### src/rtl/serializer_stream.sv
// serializer_stream: parallel-to-serial converter with a one-word holding
// register, per-word bit count and bit order, and sink backpressure.
// Optional feature macro: SERIALIZER_STREAM_PARITY_EN appends one even-parity
// bit after the final data bit of every emitted word.
module serializer_stream #(
  parameter int unsigned DATA_W  = 16,
  parameter int unsigned MOD_W   = $clog2(DATA_W),
  parameter int unsigned MIN_LEN = 3
) (
  input  logic              clk_i,
  input  logic              srst_n_i,
  input  logic [DATA_W-1:0] data_i,
  input  logic [MOD_W-1:0]  data_mod_i,
  input  logic              data_lsb_first_i,
  input  logic              data_val_i,
  output logic              data_rdy_o,
  output logic              ser_data_o,
  output logic              ser_data_val_o,
  output logic              ser_data_last_o,
  input  logic              ser_data_rdy_i,
  output logic              busy_o
);

  // One extra bit so a full DATA_W count (plus parity) never wraps.
  localparam int unsigned CNT_W = MOD_W + 1;
`ifdef SERIALIZER_STREAM_PARITY_EN
  localparam int unsigned TAIL_BITS = 1;
`else
  localparam int unsigned TAIL_BITS = 0;
`endif

  typedef enum logic {
    ST_IDLE  = 1'b0,
    ST_SHIFT = 1'b1
  } state_e;

  state_e             state_q, state_d;
  logic [DATA_W-1:0]  sh_data_q, sh_data_d;
  logic               sh_lsb_q, sh_lsb_d;
  logic [CNT_W-1:0]   cnt_q, cnt_d;
  logic               ser_bit_q, ser_bit_d;
  logic               ser_val_q, ser_val_d;
  logic               ser_last_q, ser_last_d;
  logic               busy_q, busy_d;
  logic [DATA_W-1:0]  hold_data_q, hold_data_d;
  logic [CNT_W-1:0]   hold_cnt_q, hold_cnt_d;
  logic               hold_lsb_q, hold_lsb_d;
  logic               hold_full_q, hold_full_d;
`ifdef SERIALIZER_STREAM_PARITY_EN
  logic               par_q, par_d;
`endif

  logic [CNT_W-1:0]   in_cnt_c;
  logic               in_drop_c;
  logic               accept_c;
  logic               take_c;
  logic               step_c;
  logic               final_c;
  logic               shifter_free_c;
  logic               load_en_c;
  logic [DATA_W-1:0]  load_data_c;
  logic [CNT_W-1:0]   load_cnt_c;
  logic               load_lsb_c;
  logic               first_bit_c;
  logic               next_bit_c;

  // Handshake: ready only when the holding register is free and not in reset.
  assign data_rdy_o = srst_n_i & ~hold_full_q;
  assign accept_c   = data_val_i & data_rdy_o;

  // Effective bit count of the incoming word; zero encodes a full word.
  assign in_cnt_c  = (data_mod_i == '0) ? CNT_W'(DATA_W) : CNT_W'(data_mod_i);
  assign in_drop_c = (data_mod_i != '0) && (in_cnt_c < CNT_W'(MIN_LEN));
  assign take_c    = accept_c & ~in_drop_c;

  // Shifter advances on a consumed bit; it frees up on the final bit.
  assign step_c         = ser_val_q & ser_data_rdy_i;
  assign final_c        = step_c & (cnt_q == CNT_W'(1));
  assign shifter_free_c = (state_q == ST_IDLE) | final_c;

  // Pick the next shifter word: holding register has priority over the input.
  always_comb begin
    load_en_c   = 1'b0;
    load_data_c = '0;
    load_cnt_c  = '0;
    load_lsb_c  = 1'b0;
    if (shifter_free_c) begin
      if (hold_full_q) begin
        load_en_c   = 1'b1;
        load_data_c = hold_data_q;
        load_cnt_c  = hold_cnt_q;
        load_lsb_c  = hold_lsb_q;
      end else if (take_c) begin
        load_en_c   = 1'b1;
        load_data_c = data_i;
        load_cnt_c  = in_cnt_c;
        load_lsb_c  = data_lsb_first_i;
      end
    end
  end

  // Holding register: capture when the shifter is busy, drain into the shifter.
  always_comb begin
    hold_data_d = hold_data_q;
    hold_cnt_d  = hold_cnt_q;
    hold_lsb_d  = hold_lsb_q;
    hold_full_d = hold_full_q;
    if (take_c && !shifter_free_c) begin
      hold_data_d = data_i;
      hold_cnt_d  = in_cnt_c;
      hold_lsb_d  = data_lsb_first_i;
      hold_full_d = 1'b1;
    end else if (shifter_free_c && hold_full_q) begin
      hold_full_d = 1'b0;
    end
  end

  // Shifter next state and registered serial outputs.
  always_comb begin
    state_d     = state_q;
    sh_data_d   = sh_data_q;
    sh_lsb_d    = sh_lsb_q;
    cnt_d       = cnt_q;
    ser_bit_d   = ser_bit_q;
    ser_val_d   = ser_val_q;
    ser_last_d  = ser_last_q;
`ifdef SERIALIZER_STREAM_PARITY_EN
    par_d       = par_q;
`endif
    next_bit_c  = sh_lsb_q ? sh_data_q[0] : sh_data_q[DATA_W-1];
    first_bit_c = load_lsb_c ? load_data_c[0] : load_data_c[DATA_W-1];

    if (step_c) begin
      if (cnt_q == CNT_W'(1)) begin
        state_d    = ST_IDLE;
        cnt_d      = '0;
        ser_val_d  = 1'b0;
        ser_bit_d  = 1'b0;
        ser_last_d = 1'b0;
      end else begin
        cnt_d = cnt_q - CNT_W'(1);
`ifdef SERIALIZER_STREAM_PARITY_EN
        if (cnt_d == CNT_W'(1)) begin
          // Accumulator already covers every emitted data bit.
          ser_bit_d = par_q;
        end else begin
          ser_bit_d = next_bit_c;
          sh_data_d = sh_lsb_q ? (sh_data_q >> 1) : (sh_data_q << 1);
          par_d     = par_q ^ next_bit_c;
        end
`else
        ser_bit_d = next_bit_c;
        sh_data_d = sh_lsb_q ? (sh_data_q >> 1) : (sh_data_q << 1);
`endif
        ser_last_d = (cnt_d == CNT_W'(1));
      end
    end

    // A load overrides the idle transition so back-to-back words have no gap.
    if (load_en_c) begin
      state_d    = ST_SHIFT;
      sh_lsb_d   = load_lsb_c;
      sh_data_d  = load_lsb_c ? (load_data_c >> 1) : (load_data_c << 1);
      cnt_d      = load_cnt_c + CNT_W'(TAIL_BITS);
      ser_val_d  = 1'b1;
      ser_bit_d  = first_bit_c;
      ser_last_d = (cnt_d == CNT_W'(1));
`ifdef SERIALIZER_STREAM_PARITY_EN
      par_d      = first_bit_c;
`endif
    end
  end

  // Busy reflects the state that will be present next cycle.
  always_comb begin
    busy_d = (state_d == ST_SHIFT) | hold_full_d;
  end

  // State register with synchronous active-low reset.
  always_ff @(posedge clk_i) begin
    if (!srst_n_i) begin
      state_q     <= ST_IDLE;
      sh_data_q   <= '0;
      sh_lsb_q    <= 1'b0;
      cnt_q       <= '0;
      ser_bit_q   <= 1'b0;
      ser_val_q   <= 1'b0;
      ser_last_q  <= 1'b0;
      busy_q      <= 1'b0;
      hold_data_q <= '0;
      hold_cnt_q  <= '0;
      hold_lsb_q  <= 1'b0;
      hold_full_q <= 1'b0;
`ifdef SERIALIZER_STREAM_PARITY_EN
      par_q       <= 1'b0;
`endif
    end else begin
      state_q     <= state_d;
      sh_data_q   <= sh_data_d;
      sh_lsb_q    <= sh_lsb_d;
      cnt_q       <= cnt_d;
      ser_bit_q   <= ser_bit_d;
      ser_val_q   <= ser_val_d;
      ser_last_q  <= ser_last_d;
      busy_q      <= busy_d;
      hold_data_q <= hold_data_d;
      hold_cnt_q  <= hold_cnt_d;
      hold_lsb_q  <= hold_lsb_d;
      hold_full_q <= hold_full_d;
`ifdef SERIALIZER_STREAM_PARITY_EN
      par_q       <= par_d;
`endif
    end
  end

  assign ser_data_o      = ser_bit_q;
  assign ser_data_val_o  = ser_val_q;
  assign ser_data_last_o = ser_last_q;
  assign busy_o          = busy_q;

endmodule
### config.mk
export PLATFORM = sky130hd
export DESIGN_NAME = serializer_stream
export DESIGN_NICKNAME = d
export VERILOG_FILES = /design/src/rtl/serializer_stream.sv
export SDC_FILE = /design/constraint.sdc
export NUM_CORES = 1
export LEC_CHECK = 0
export BUFFER_PORTS_ARGS = -buffer_cell sky130_fd_sc_hd__buf_4
export CORE_MARGIN = 2
export CORE_UTILIZATION = 30
export CTS_BUF_LIST = sky130_fd_sc_hd__clkbuf_8
export CTS_CLUSTER_DIAMETER = 40
export DETAILED_ROUTE_END_ITERATION = 10
export SYNTH_ARGS = -nofsm -noshare
export SYNTH_HDL_FRONTEND = slang
export SYNTH_SLANG_ARGS = --single-unit
export TNS_END_PERCENT = 5
### constraint.sdc
create_clock -name clk_i -period 2.7 [get_ports clk_i]
set_clock_uncertainty 0.2 [all_clocks]
set_input_delay 0 -clock clk_i [delete_from_list [all_inputs] [get_ports clk_i]]
set_output_delay 0 -clock clk_i [all_outputs]
set_load 0.02 [all_outputs]
# ---- After elaboration in Yosys (flattened, before gate mapping)
# Cells that the tools add are included.
# W data, S select, Z words.
dict set report word_totals {
  reg_bits 50
  latch_bits 0
  ram_bits 0
  mem_bits_ro 0
  in_bits 25
  out_inout_bits 5
  mem_count 0
}
dict set report classes {
  addsub 1
  mul 0
  div_mod_pow 0
  order_cmp 1
  eq_ne 4
  shift 0
  muxes 37
  bitwise_logic 10
  reduce_logical 10
}
# cell n
set op_table {}
lappend op_table {{$mux W16} 8}
lappend op_table {{$mux W5} 7}
lappend op_table {{$mux W1} 22}
lappend op_table {{$eq A5 B1 Y1 const B} 3}
lappend op_table {{$and A1 B1 Y1} 5}
lappend op_table {{$lt A5 B2 Y1 const B} 1}
lappend op_table {{$sub A5 B1 Y5 const B} 1}
lappend op_table {{$logic_not A4 Y1} 1}
lappend op_table {{$reduce_and A2 Y1} 2}
lappend op_table {{$reduce_bool A2 Y1} 2}
lappend op_table {{$reduce_bool A4 Y1} 1}
lappend op_table {{$logic_and A1 B1 Y1} 3}
lappend op_table {{$not A1 Y1} 3}
lappend op_table {{$ne A2 B2 Y1 const B} 1}
lappend op_table {{$or A1 B1 Y1} 2}
lappend op_table {{$logic_not A1 Y1} 1}

# ---- Depth between registers and ports, before layout
dict set report logic_depth {
  depth_word 11
  depth_mapped 8
}

# ---- Least setup slack after synthesis
# OpenSTA, ideal clock, no wires.
dict set report synth_timing {
  path_type {reg2reg}
  startpoint {reg cnt_q[0]}
  endpoint {reg ser_bit_q, in the netlist ser_data_o}
  arrival_time_ns 1.712
  required_ns 2.366
  setup_slack_ns 0.654
  path_stages_with_launch 8
  path_buffers 2
  period_less_slack_ns 2.046
  path_cell_list {dfxtp_1 -> ha_1 -> or4b_4 -> and2_1 -> buf_2 -> buf_2 -> a222oi_1 -> nor3_1}
}
dict set report synth_between {
  elab_chain_len 6
  word_cells_on_any_way 11
  classes_between {eq/ne (1); mux (7); bitwise (2); reduce/logical (1)}
}
# element line_no
set synth_rtl {}
lappend synth_rtl {{from (decl)} 40} ;# logic [CNT_W-1:0] cnt_q, cnt_d;
lappend synth_rtl {{from (signal assigned)} 201} ;# cnt_q <= cnt_d;
lappend synth_rtl {{$eq A5 B1 Y1 *} {78, 134}}
lappend synth_rtl {{$and A1 B1 Y1} 78} ;# assign final_c = step_c & (cnt_q == CNT_W'(1));
lappend synth_rtl {{$or A1 B1 Y1} 79} ;# assign shifter_free_c = (state_q == ST_IDLE) | final_c;
lappend synth_rtl {{$mux W16 or $mux W1 (tied branches)} 87} ;# if (shifter_free_c) begin
lappend synth_rtl {{$mux W1} 131} ;# first_bit_c = load_lsb_c ? load_data_c[0] : load_data_c[DATA_W-1];
lappend synth_rtl {{$mux W1} 160} ;# if (load_en_c) begin
lappend synth_rtl {{to (signal assigned)} 202} ;# ser_bit_q <= ser_bit_d;
lappend synth_rtl {{to (decl)} 41} ;# logic ser_bit_q, ser_bit_d;
# Mark *: on every way between the ends. The rest lies on a longest branch, timed or not. The select of a mux whose other input is x is not followed.
# A chain may end at the register's enable or synchronous reset.

# ---- Worst setup path in the final report
dict set report layout_timing {
  startpoint {reg cnt_q[0]}
  endpoint {reg sh_data_q[0]}
}
dict set report layout_between {
  elab_chain_len 6
  word_cells_on_any_way 11
  classes_between {eq/ne (2); mux (5); bitwise (2); reduce/logical (2)}
}
# element line_no
set layout_rtl {}
lappend layout_rtl {{$eq A5 B1 Y1 *} {78, 134}}
lappend layout_rtl {{$and A1 B1 Y1} 78}
lappend layout_rtl {{$or A1 B1 Y1} 79}
lappend layout_rtl {{$mux W1 or $mux W16 (tied branches)} 87}
lappend layout_rtl {{$ne A2 B2 Y1 (no line), or another cell as far along} --}
lappend layout_rtl {{$reduce_and A2 Y1 (no line) or $mux W16 (tied branches)} --}
lappend layout_rtl {{to (signal assigned)} 199} ;# sh_data_q <= sh_data_d;
lappend layout_rtl {{to (decl)} 38} ;# logic [DATA_W-1:0] sh_data_q, sh_data_d;
# Mark *: on every way between the ends. The rest lies on a longest branch, timed or not.

==> out/results.txt <==
Startpoint types: flip-flop
Top cells by area, synth: dfxtp_1 33%, mux4_2 11%, nand3_1 8.4%
Final setup vio count: 0
Clock latency on the worst-skew pair: 0.31 ns
Initial DRT Pass Iterations: 5
Share of layout cells above drive strength 1: 20.5%
Num rows: 36
ANT cells: 0
Yosys reg bits: 50
Starting Density: 30.7%
Core area: 9730 µm²
Asr flop ratio synth: 0%
CTS HTree Levels: 2
Routing usage on met2: 25.2%
CP max-delay cell: or4b_4
DP HPWL: 5160 µm
Worst EP required: 2.71 ns
Met1 Resource Use GR: 20.4%
Total CTS buffers: 5
# clock sinks: 50
Max clock buf depth: 2
Global routing's busiest layer: met2
EDFF count, synth: 0
# fillers: 1009
Top cell type's share of synthesized area: 33.5%
Wirelength per Cell: 15.4 µm
Period utilization: 92.3%
Fin nets: 397
Vias in the first global route: 2794
Final Power: 1.74 mW
Fin crit period: 2.49 ns
VDD IR max: 0.253 mV
Largest net degree at the start of global routing: 42
Routability Congestion: 0.812
Via Count: 2795
GR met3 Demand/Resource: 1.94%
Worst Path Buf+Inv: 1
Drt initial violations: 218
DIE WIDTH: 104 µm
Fmax: 401 MHz
Die height: 104 µm
Leak pwr: 1.19 nW
Placed cell area: 3330 µm²
Mapped Area: 2990 µm²
Area grow syn2layout: 22.2%
CP max stage delay: 0.61 ns
Crit-path leading delay family: simple AND/OR/NAND/NOR gates
P per Cell Area: 476 nW/µm²
Routed wire length: 7720 µm
Synth Area per Inst: 8.98 µm²
Final Cell Area: 3650 µm²
Residual DRC count: 0
Via density: 5.56
Tot GR Track Use: 15.0%
Top FF cell, synth: dfxtp_1
FF+latch area: 1000 µm²
Post-synthesis sequential area ratio: 33.5%
WS Path Type: reg -> reg
Synth unique cells: 49
Crit-path cells: ha_1 > or4b_4 > o21ai_2 > buf_12 > nand2_1 > a221oi_2
Final hold vios: 0
Top cell type by total area after synthesis: dfxtp_1
CP Max Fanout: 23
Final setup TNS: 0 ns
Hold crit path type: in -> reg
Status: finished clean
Worst-margin pin slew: 0.617 ns
First-pass GRT wire length: 13600 µm
Clk slew on worst S/H paths: 0.09 ns
Cells after Synth: 333
Rel. slew slack: 58.9%
Worst hold slack: 0.0275 ns
Critical Path AT: 2.51 ns
Count of input and output buffers: 29
# IOs: 30
Syn_nets: 361
Grt total ovfl: 0
Antenna Nets Post-Route: 0
Max-slew violations: 0
CTS tree: yes
Max cap viols: 0
Die area: 10800 µm²
Multi-input logic area: 1800 µm²
Synth warn: 0
Root Driver: clkbuf_8
Nature of the critical path endpoint: flip-flop
Most frequent cells after synthesis: 50 x dfxtp_1, 50 x nand3_1, 45 x a21oi_1
Unrepaired setup endpoints after global routing: false
Setup bufs post-CTS: 0
Initial antenna violation count: 0
[through the flow]
| step | setup WS, ns | util [%] | instances |
|---|---|---|---|
| after floorplan | 0.654 | - | 333 |
| after global placement | 0.296 | 34.2 | 472 |
| after detailed placement | 0.242 | 34.2 | 472 |
| after CTS | 0.210 | 37.6 | 503 |
| after global routing | 0.0849 | 37.6 | 503 |
| final | 0.209 | 37.6 | 503 |
[area by class of cell]
type                    instances  share of cell area, %
inverters                       3                  0.308
well taps                     133                   4.55
repair buffers                 66                   15.8
clock inverters                 2                  0.342
clock buffers                   6                   2.26
flip-flops and latches         50                   27.4
multi-input cells             243                   49.3
[cells by family after synthesis]
group                    count (synthesis)  synth area share (%)
XOR/XNOR                                 5                  1.46
flip-flops                              50                  33.5
AO/OA/AOI/OAI                          111                  23.5
AND/OR/NAND/NOR                         86                  15.3
multiplexers                            38                  18.7
buffers and inverters                   40                  6.27
adder cells (fa/ha/maj)                  3                  1.25
[worst reg2reg max path: cells and delay by family (launching register included)]
kind                     cells  cell delay (ns)
AO/OA/AOI/OAI                2             0.68
adder cells (fa/ha/maj)      1             0.16
buffers and inverters        1             0.20
flip-flops                   1             0.40
AND/OR/NAND/NOR              2             0.76
[state kept, by name (all words and copies together) (netlist names)]
name             flops
sh_data_q           16
hold_lsb_q           1
sh_lsb_q             1
busy_o               1
hold_cnt_q           5
hold_data_q         16
hold_full_q          1
state_q              1
ser_data_o           1
cnt_q                5
ser_data_last_o      1
ser_data_val_o       1
[final timing paths]
check        cells past startpoint  slack (ns)                     endpoint                         from
min reg2reg                      2        0.28  hold_data_q[1]$_SDFFE_PN0P_  hold_data_q[1]$_SDFFE_PN0P_
max reg2reg                      6        0.21    sh_data_q[0]$_SDFFE_PN0P_        cnt_q[0]$_SDFFE_PN0P_
max                              6        0.21    sh_data_q[0]$_SDFFE_PN0P_        cnt_q[0]$_SDFFE_PN0P_
min                              4        0.03        cnt_q[4]$_SDFFE_PN0P_               ser_data_rdy_i
[report_power, final]
| part | switching [mW] | internal [mW] | leakage (nW) |
|---|---|---|---|
| sequential | 0.0369 | 0.783 | 0.408 |
| combinational | 0.239 | 0.213 | 0.739 |
| clock | 0.261 | 0.207 | 0.0472 |
[cell usage in the layout (no fill, tap or decap), types with 2 or more instances in the layout]
master,Yosys,routed
mux2i_1,20,20
inv_1,3,3
nor2_1,6,6
a22oi_1,2,2
o221ai_1,14,14
dfxtp_1,50,50
mux2_2,4,4
o21a_1,4,4
mux4_2,14,14
and2_1,3,3
a2bb2oi_1,2,2
buf_4,2,41
buf_12,0,2
a21oi_1,45,45
nor3_1,8,8
o21ai_0,27,26
xnor2_1,4,4
clkbuf_8,0,6
nand2_1,9,9
ha_1,3,3
a221oi_1,4,4
nand3_1,50,50
dlygate4sd3_1,0,23
[routing by layer]
metal,routed length [µm],vias to the layer above
met3,304,9
met4,62,0
met1,3570,1366
met5,0,-
li1,-,1339
met2,3790,81
[timing repair]
| action | 4_1_cts | 5_1_grt |
|---|---|---|
| gates resized for setup | 0 | 0 |
| hold buffers | 23 | 0 |
| hold endpoints to repair | 36 | 0 |
(Power assumes the default switching activity.)
